--- config.mk ---
export PLATFORM = sky130hd
export DESIGN_NAME = uart_pixel_unpacker_flat
export DESIGN_NICKNAME = d
export VERILOG_FILES = /design/src/rtl/uart_pixel_unpacker_if.sv /design/src/rtl/uart_pixel_unpacker.sv /design/src/flat_wrapper.sv
export SDC_FILE = /design/constraint.sdc
export NUM_CORES = 1
export LEC_CHECK = 0
export CORE_ASPECT_RATIO = 0.5
export CORE_UTILIZATION = 40
export DETAILED_ROUTE_END_ITERATION = 8
export PLACE_DENSITY = 0.72
export SLEW_MARGIN = 30
export SYNTH_ARGS = -nofsm -noshare
export SYNTH_HDL_FRONTEND = slang
export SYNTH_SLANG_ARGS = --single-unit
--- constraint.sdc ---
create_clock -name clk -period 2.2 [get_ports clk]
set_input_delay 0.44 -clock clk [delete_from_list [all_inputs] [get_ports clk]]
set_output_delay 0.44 -clock clk [all_outputs]
set_load 0.01 [all_outputs]
--- src/rtl/uart_pixel_unpacker_if.sv ---
// Byte stream from the UART receiver in, RGB444 pixel strobes out.
// The unpacker uses the slave side.
interface uart_pixel_unpacker_if;
    logic        byte_valid;
    logic [7:0]  byte_data;
    logic        rx_valid;
    logic [11:0] rx_data;

    modport master (output byte_valid, output byte_data, input rx_valid, input rx_data);
    modport slave  (input byte_valid, input byte_data, output rx_valid, output rx_data);
endinterface

--- src/rtl/uart_pixel_unpacker.sv ---
// Unpacks a headered UART byte stream into W*H RGB444 pixels.
// Every three payload bytes become two pixels. A frame aborts on an inter-byte timeout.
module uart_pixel_unpacker #(
    parameter int unsigned W       = 200,
    parameter int unsigned H       = 150,
    parameter logic [7:0]  HDR0    = 8'hAA,
    parameter logic [7:0]  HDR1    = 8'h55,
    parameter int unsigned TIMEOUT = 50000
) (
    input  logic                  clk,
    input  logic                  rst_n,
    input  logic [7:0]            state,
    uart_pixel_unpacker_if.slave  bus,
    output logic                  frame_done,
    output logic                  frame_err,
    output logic [14:0]           pix_count
);

    localparam logic [7:0]  ST_XFER   = 8'h02;
    localparam logic [14:0] PIX_TOTAL = 15'(W * H);
    localparam int          TW        = ($clog2(TIMEOUT + 1) > 16) ? $clog2(TIMEOUT + 1) : 16;
    localparam logic [TW-1:0] TMO_LIMIT = TW'(TIMEOUT);

    typedef enum logic [2:0] {SYNC0, SYNC1, B0, B1, B2, DONE, ERR} fsm_t;

    fsm_t          fsm;
    logic [7:0]    hi;
    logic [3:0]    lo;
    logic [TW-1:0] tmo_cnt;
    logic [14:0]   pix_next;

    assign pix_next = pix_count + 15'd1;

    // NOTE: every register here is written with <= so all state moves together on the edge.
    always_ff @(posedge clk or negedge rst_n) begin
        if (!rst_n) begin
            fsm          <= SYNC0;
            hi           <= '0;
            lo           <= '0;
            tmo_cnt      <= '0;
            pix_count    <= '0;
            frame_done   <= 1'b0;
            frame_err    <= 1'b0;
            bus.rx_valid <= 1'b0;
            bus.rx_data  <= '0;
        end else begin
            bus.rx_valid <= 1'b0;
            if (state != ST_XFER) begin
                // Leaving transfer wipes the frame, and this wins over any byte this cycle.
                fsm        <= SYNC0;
                hi         <= '0;
                lo         <= '0;
                tmo_cnt    <= '0;
                pix_count  <= '0;
                frame_done <= 1'b0;
                frame_err  <= 1'b0;
            end else begin
                unique case (fsm)
                    SYNC0: begin
                        if (bus.byte_valid && bus.byte_data == HDR0) fsm <= SYNC1;
                    end
                    SYNC1: begin
                        if (bus.byte_valid) begin
                            if (bus.byte_data == HDR1) begin
                                fsm     <= B0;
                                tmo_cnt <= '0;
                            end else if (bus.byte_data != HDR0) begin
                                fsm <= SYNC0;
                            end
                        end
                    end
                    B0, B1, B2: begin
                        if (bus.byte_valid) begin
                            tmo_cnt <= '0;
                            if (fsm == B0) begin
                                hi  <= bus.byte_data;
                                fsm <= B1;
                            end else if (fsm == B1) begin
                                bus.rx_valid <= 1'b1;
                                bus.rx_data  <= {hi, bus.byte_data[7:4]};
                                lo           <= bus.byte_data[3:0];
                                pix_count    <= pix_next;
                                fsm          <= B2;
                            end else begin
                                bus.rx_valid <= 1'b1;
                                bus.rx_data  <= {lo, bus.byte_data};
                                pix_count    <= pix_next;
                                if (pix_next == PIX_TOTAL) begin
                                    fsm        <= DONE;
                                    frame_done <= 1'b1;
                                end else begin
                                    fsm <= B0;
                                end
                            end
                        end else if (tmo_cnt == TMO_LIMIT) begin
                            fsm       <= ERR;
                            frame_err <= 1'b1;
                        end else begin
                            tmo_cnt <= tmo_cnt + 1'b1;
                        end
                    end
                    default: ;  // DONE and ERR hold until state leaves transfer
                endcase
            end
        end
    end

endmodule

--- src/flat_wrapper.sv ---
// flat-port wrapper written by rule: the top's interface ports become plain ports
module uart_pixel_unpacker_flat 
#(
    parameter int unsigned W       = 200,
    parameter int unsigned H       = 150,
    parameter logic [7:0]  HDR0    = 8'hAA,
    parameter logic [7:0]  HDR1    = 8'h55,
    parameter int unsigned TIMEOUT = 50000
)
  (clk, rst_n, state, frame_done, frame_err, pix_count, bus_byte_valid, bus_byte_data, bus_rx_valid, bus_rx_data);
  uart_pixel_unpacker_if bus_i ();
  input  logic clk;
  input  logic rst_n;
  input  logic [7:0] state;
  output logic frame_done;
  output logic frame_err;
  output logic [14:0] pix_count;
  input wire logic [$bits(bus_i.byte_valid)-1:0] bus_byte_valid;
  input wire logic [$bits(bus_i.byte_data)-1:0] bus_byte_data;
  output wire logic [$bits(bus_i.rx_valid)-1:0] bus_rx_valid;
  output wire logic [$bits(bus_i.rx_data)-1:0] bus_rx_data;
  assign bus_i.byte_valid = bus_byte_valid;
  assign bus_i.byte_data = bus_byte_data;
  assign bus_rx_valid = bus_i.rx_valid;
  assign bus_rx_data = bus_i.rx_data;
  uart_pixel_unpacker #(.W(W), .H(H), .HDR0(HDR0), .HDR1(HDR1), .TIMEOUT(TIMEOUT)) u_core (.clk(clk), .rst_n(rst_n), .state(state), .bus(bus_i), .frame_done(frame_done), .frame_err(frame_err), .pix_count(pix_count));
endmodule
### Word-level counts from Yosys, hierarchy flattened

Index checks and enable logic that the tools add are counted.

| operators by class | value |
|---|---|
| bitwise gates (word level) | 2 |
| multiplexer cells | 45 |
| equal/unequal tests | 19 |
| reductions and logical operators | 19 |
| $add $sub $neg | 2 |

Operators with widths:

| operator | number |
|---|---|
| $mux W16 | 5 |
| $mux W15 | 4 |
| $mux W8 | 4 |
| $pmux W16 S2 | 1 |
| $mux W3 | 10 |
| $mux W4 | 5 |
| $add A16 B1 Y16 const B | 1 |
| $eq A16 B16 Y1 const B | 1 |
| $add A15 B1 Y15 const B | 1 |
| $eq A15 B15 Y1 const B | 1 |
| $mux W1 | 14 |
| $mux W12 | 1 |
| $reduce_and A4 Y1 | 3 |
| $reduce_bool A2 Y1 | 6 |
| $reduce_and A5 Y1 | 2 |
| $pmux W3 S3 | 1 |
| $reduce_and A3 Y1 | 3 |
| $eq A8 B7 Y1 const B | 1 |
| $eq A8 B8 Y1 const B | 1 |
| $ne A8 B2 Y1 const B | 1 |
| $ne A8 B8 Y1 const B | 1 |
| $eq A3 B2 Y1 const B | 2 |
| $ne A2 B1 Y1 const B | 3 |
| $ne A3 B1 Y1 const B | 2 |
| 12 further kinds | 13 |

| word-level totals | value |
|---|---|
| input port bits | 19 |
| word-level logic and storage cells | 96 |
| flip-flop bits (word level) | 61 |

### Logic depth before layout (Yosys ltp)

| logic depth | value |
|---|---|
| depth after elaboration | 8 |
| gate-level depth with buffers | 10 |
| gate-level depth less buffers | 9 |

### Worst setup path before layout

OpenSTA, ideal clock, no wires.

| path | value |
|---|---|
| kind | register to register |
| start point | register u_core.pix_count[0] |
| end point | register u_core.fsm[1] |
| arrival | 2202 ps |
| buffers on the path | 1 |
| data required time | 2053 ps |
| slack | -148 ps |
| stages on the path, launching flop included | 10 |
| period minus slack after synthesis | 2348 ps |
| cell sequence | dfrtp_1 > ha_1 > clkbuf_1 > nand4_1 > nor3_1 > xor2_1 > o211ai_1 > or4_4 > o22ai_2 > a311oi_1 |

| between the ends | value |
|---|---|
| cells in the longest elaborated chain, start to end | 8 |

Ends and longest elaborated chain:

| item | line | text |
|---|---|---|
| start: declaration | uart_pixel_unpacker.sv:16 | `output logic [14:0] pix_count` |
| start signal: assignment | uart_pixel_unpacker.sv:82 | `pix_count <= pix_next;` |
| start signal: assignment | uart_pixel_unpacker.sv:87 | `pix_count <= pix_next;` |
| $add A15 B1 Y15 | uart_pixel_unpacker.sv:32 | `assign pix_next = pix_count + 15'd1;` |
| $eq A15 B15 Y1 | uart_pixel_unpacker.sv:88 | `if (pix_next == PIX_TOTAL) begin` |
| $mux W3 | uart_pixel_unpacker.sv:88 |  |
| $mux W3 | uart_pixel_unpacker.sv:78 | `end else if (fsm == B1) begin` |
| $mux W3 | uart_pixel_unpacker.sv:75 | `if (fsm == B0) begin` |
| $mux W3 | uart_pixel_unpacker.sv:73 | `if (bus.byte_valid) begin` |
| $pmux W3 S3 | uart_pixel_unpacker.sv:58 | `unique case (fsm)` |
| $mux W3 | uart_pixel_unpacker.sv:48 | `if (state != ST_XFER) begin` |
| end signal: assignment | uart_pixel_unpacker.sv:50 | `fsm <= SYNC0;` |
| end signal: assignment | uart_pixel_unpacker.sv:60 | `if (bus.byte_valid && bus.byte_data == HDR0) fsm <= SYNC1;` |
| end signal: assignment | uart_pixel_unpacker.sv:77 | `fsm <= B1;` |
| end: declaration | uart_pixel_unpacker.sv:26 | `fsm_t fsm;` |

Every way passes these cells.
A chain may end at the register's enable or synchronous reset.

### Worst setup path in the final report

Same ends and word-level chain as after synthesis.

==> flow_metrics.py <==
metrics = {
    "status": {
        "status": "finished, final reports clean",
    },
    "global_routing": {
        "grt_max_degree": 34,
        "overflow": 0,
        "grt_pass1_vias": 2758,
        "grt_pass1_wl_um": 13600,
        "grt_usage_pct": 21.0,
        "antenna_found_initial": 0,
    },
    "setup_path": {
        "worstReg2RegStart": "u_core.pix_count[0]",
        "max_stage_delay_ns": 0.55,
        "path_max_fanout": 6,
        "crit_type": "flip-flop to flip-flop",
        "r2r_slack_ns": 0.08,
        "cp_common_cell": "buf_4",
        "required_ns": 2.41,
        "crit_family": "simple AND/OR/NAND/NOR gates",
        "cp_num_buf_inv": 2,
        "cp-end-kind": "flip-flop",
        "startpoint_type": "flip-flop",
        "cp_slowest_cell": "or4_4",
        "crit_start": "u_core.pix_count[0]",
        "worst_ep_arrival_time_ns": 2.33,
        "crit_chain": "buf_4, nand3_2, buf_4, nor4_2, nor2_1, o21a_1, or4_4, o22ai_2, a311oi_1",
    },
    "timing": {
        "worst_slew_pin_slew_ns": 0.397,
        "fin_worst_skew_ns": 0.00717,
        "hold_ws_ns": 0.00885,
        "rsz0062_at_grt": "true",
        "tns_ns": 0,
        "relSlewSlack_pct": 73.5,
        "period_share_pct": 96.5,
        "fmax_mhz": 471,
        "slew_viol_final": 0,
        "finalSetupViolations": 0,
        "finalCriticalPeriod_ns": 2.12,
        "hold_violations": 0,
    },
    "yosys": {
        "synthesis.nets": 374,
        "yosysWarnings": 0,
        "synth_edf_count": 0,
        "synth_async_sr_flop_share_pct": 100,
        "ys_seq_elements": 61,
        "syn_inst": 352,
        "seq_area_frac_synth_pct": 46.3,
        "syn_area_sq_mm": 0.00330,
        "syn_avg_cell_area_sq_um": 9.37,
        "synth_ff_type": "dfrtp_1",
        "ys_types": 52,
    },
    "floorplanning": {
        "num_io_pins": 49,
        "start_util_pct": 43.1,
        "dieWidth_um": 130,
        "core_sq_mm": 0.00765,
        "die_area_sq_mm": 0.00864,
        "fp-row-count": 22,
        "die_y_um": 66.2,
    },
    "layout": {
        "drive_above_1_share_pct": 23.1,
        "n_antenna_cell": 0,
        "final_core_util_pct": 62.0,
        "stdcell_count": 563,
        "syn_to_final_growth_pct": 43.7,
        "nets": 472,
    },
    "clock_tree": {
        "clk_pin_slew_ns": 0.05,
        "cts_tree": "yes",
        "ctsRootBufferMaster": "clkbuf_16",
        "cts_sinks": 61,
        "clock_latency_ns": 0.33,
        "cts-htree-levels": 3,
        "cts_buffer_depth": 2,
        "ctsHoldBuffers": 0,
        "numCtsBuffers": 9,
    },
    "detailed_routing": {
        "wire_per_inst_um": 14.9,
        "drtAntennaViolNets": 0,
        "wirelength_um": 8410,
        "drt_iter0_drc": 150,
        "drtPass1Iterations": 4,
        "vias_per_cell": 5.29,
        "via_count": 2980,
        "drc": 0,
    },
    "min_path": {
        "min_path_type": "input pin to asynchronous set/reset pin",
    },
    "place": {
        "place_congestion": 0.900,
        "dpl.hpwl_um": 5830,
        "dpl.cell_count": 542,
        "portBuffers": 48,
    },
    "power_and_ir_drop": {
        "p_leak_nw": 1.93,
        "total_power_mw": 2.79,
        "power.density_mw_per_mm2": 588,
        "peakVddDrop_mv": 0.348,
    },
    "flow_run": {
        "cap_viol_max_count": 0,
    },
}
[report_power, final]
part | total [mW] | switching [mW] | internal (mW)
logic | 0.114 | 0.0572 | 0.0564
registers | 1.12 | 0.000000861 | 1.12
clock network | 1.55 | 0.503 | 1.05
total | 2.79 | 0.560 | 2.23
[state kept, by name, indices dropped and copies added, names as in the netlist]
signal and flops:
u_core.frame_done 1, u_core.bus.rx_data 12, u_core.pix_count 15, u_core.fsm 3, u_core.lo 4, u_core.bus.rx_valid 1
u_core.hi 8, u_core.tmo_cnt 16, u_core.frame_err 1
[layout make-up]
| cell class | count | area (sq um) |
|---|---|---|
| Fill cell | 654 | 2910 |
| Multi-Input combinational cell | 268 | 1800 |
| Sequential cell | 61 | 1530 |
| Timing Repair Buffer | 103 | 920 |
| Clock buffer | 12 | 256 |
| Tap cell | 108 | 135 |
| Clock inverter | 4 | 70.1 |
| Inverter | 7 | 26.3 |
[repair_timing]
item | in CTS | in global routing
gates cloned | 0 | 0
endpoints found under the setup margin | 5 | 18
pin swaps | 0 | 11
resized for setup | 4 | 24
setup buffers | 0 | 5
[cells by family (layout without fill, tap and decap cells)]
logic type	Yosys count	after routing	synth area share [%]
AND/OR/NAND/NOR	163	163	26.3
flip-flops	61	61	46.3
AO/OA/AOI/OAI	59	59	11.3
adder cells (fa/ha/maj)	3	3	1.14
multiplexers	20	20	6.07
XOR/XNOR	23	23	6.11
buffers and inverters	23	126	2.84
[worst paths after layout]
| kind | end | cells past startpoint |
|---|---|---|
| max reg2reg | u_core.fsm[1] | 9 |
| min reg2reg | u_core.bus.rx_data[11] | 2 |
| min | u_core.pix_count[13] | 1 |
| max | u_core.fsm[1] | 9 |
| max in group asynchronous | u_core.pix_count[3] | 2 |
| min in group clk | u_core.bus.rx_data[11] | 2 |
[placed cells by master, fill, tap and decap left out, types with 3 or more instances in the layout]
| cell type | instances |
|---|---|
| nor4b_1 | 3 |
| a21oi_1 | 13 |
| and2_1 | 4 |
| nand3_1 | 18 |
| nor3_1 | 4 |
| o21ai_0 | 22 |
| nor2b_1 | 7 |
| mux2i_1 | 20 |
| nor4bb_1 | 3 |
| xor2_1 | 19 |
| nand4_1 | 8 |
| clkdlybuf4s50_1 | 46 |
| and3_1 | 5 |
| dfrtp_1 | 55 |
| nor3_2 | 4 |
| dfrtp_2 | 6 |
| clkbuf_16 | 9 |
| buf_4 | 52 |
| nor2_1 | 36 |
| inv_1 | 7 |
| nand2_1 | 44 |
| or3_1 | 3 |
| a311oi_1 | 3 |
| xnor2_1 | 4 |
[synthesized netlist by cell type, types with 2 or more instances]
cell type   n  area share (%)
nand2_1    45             5.1
inv_1       7            0.80
clkbuf_1    9             1.0
nand2b_1    2            0.38
nand3_1    19             2.9
nor3_1      7             1.1
dfrtp_1    61              46
a21oi_1    15             2.3
nand4b_1    2            0.53
o21a_1      2            0.45
o21ai_0    22             3.3
or3_1       4            0.76
xnor2_1     4             1.1
o31ai_1     2            0.45
nor4b_2     2            0.91
a41oi_1     2            0.53
nor2_1     37             4.2
ha_1        3             1.1
nor2b_1     7             1.3
a31oi_1     2            0.38
and3_1      5            0.95
nor4_1      3            0.57
xor2_1     19             5.0
and4_1      2            0.53
buf_2       6            0.91
nor4b_1     3            0.80
and2_1      4            0.76
mux2i_1    20             6.1
nor4bb_1    4             1.2
nand4_1     8             1.5
a311oi_1    3            0.80
[routing by layer]
metal	wire length, um	GRT usage [%]
met5	0	0
met4	121	8.62
met3	384	5.50
met2	3810	32.2
met1	4100	28.1
[per-stage QoR]
step	instance area, sq um	setup WS [ns]
final	4740	0.0772
after floorplan	3300	0.00226
after global routing	4740	-0.0523
after global placement	4250	-0.340
after CTS	4590	0.00761
after detailed placement	4250	-0.408
Note: power is estimated with default switching activity, not from simulation.
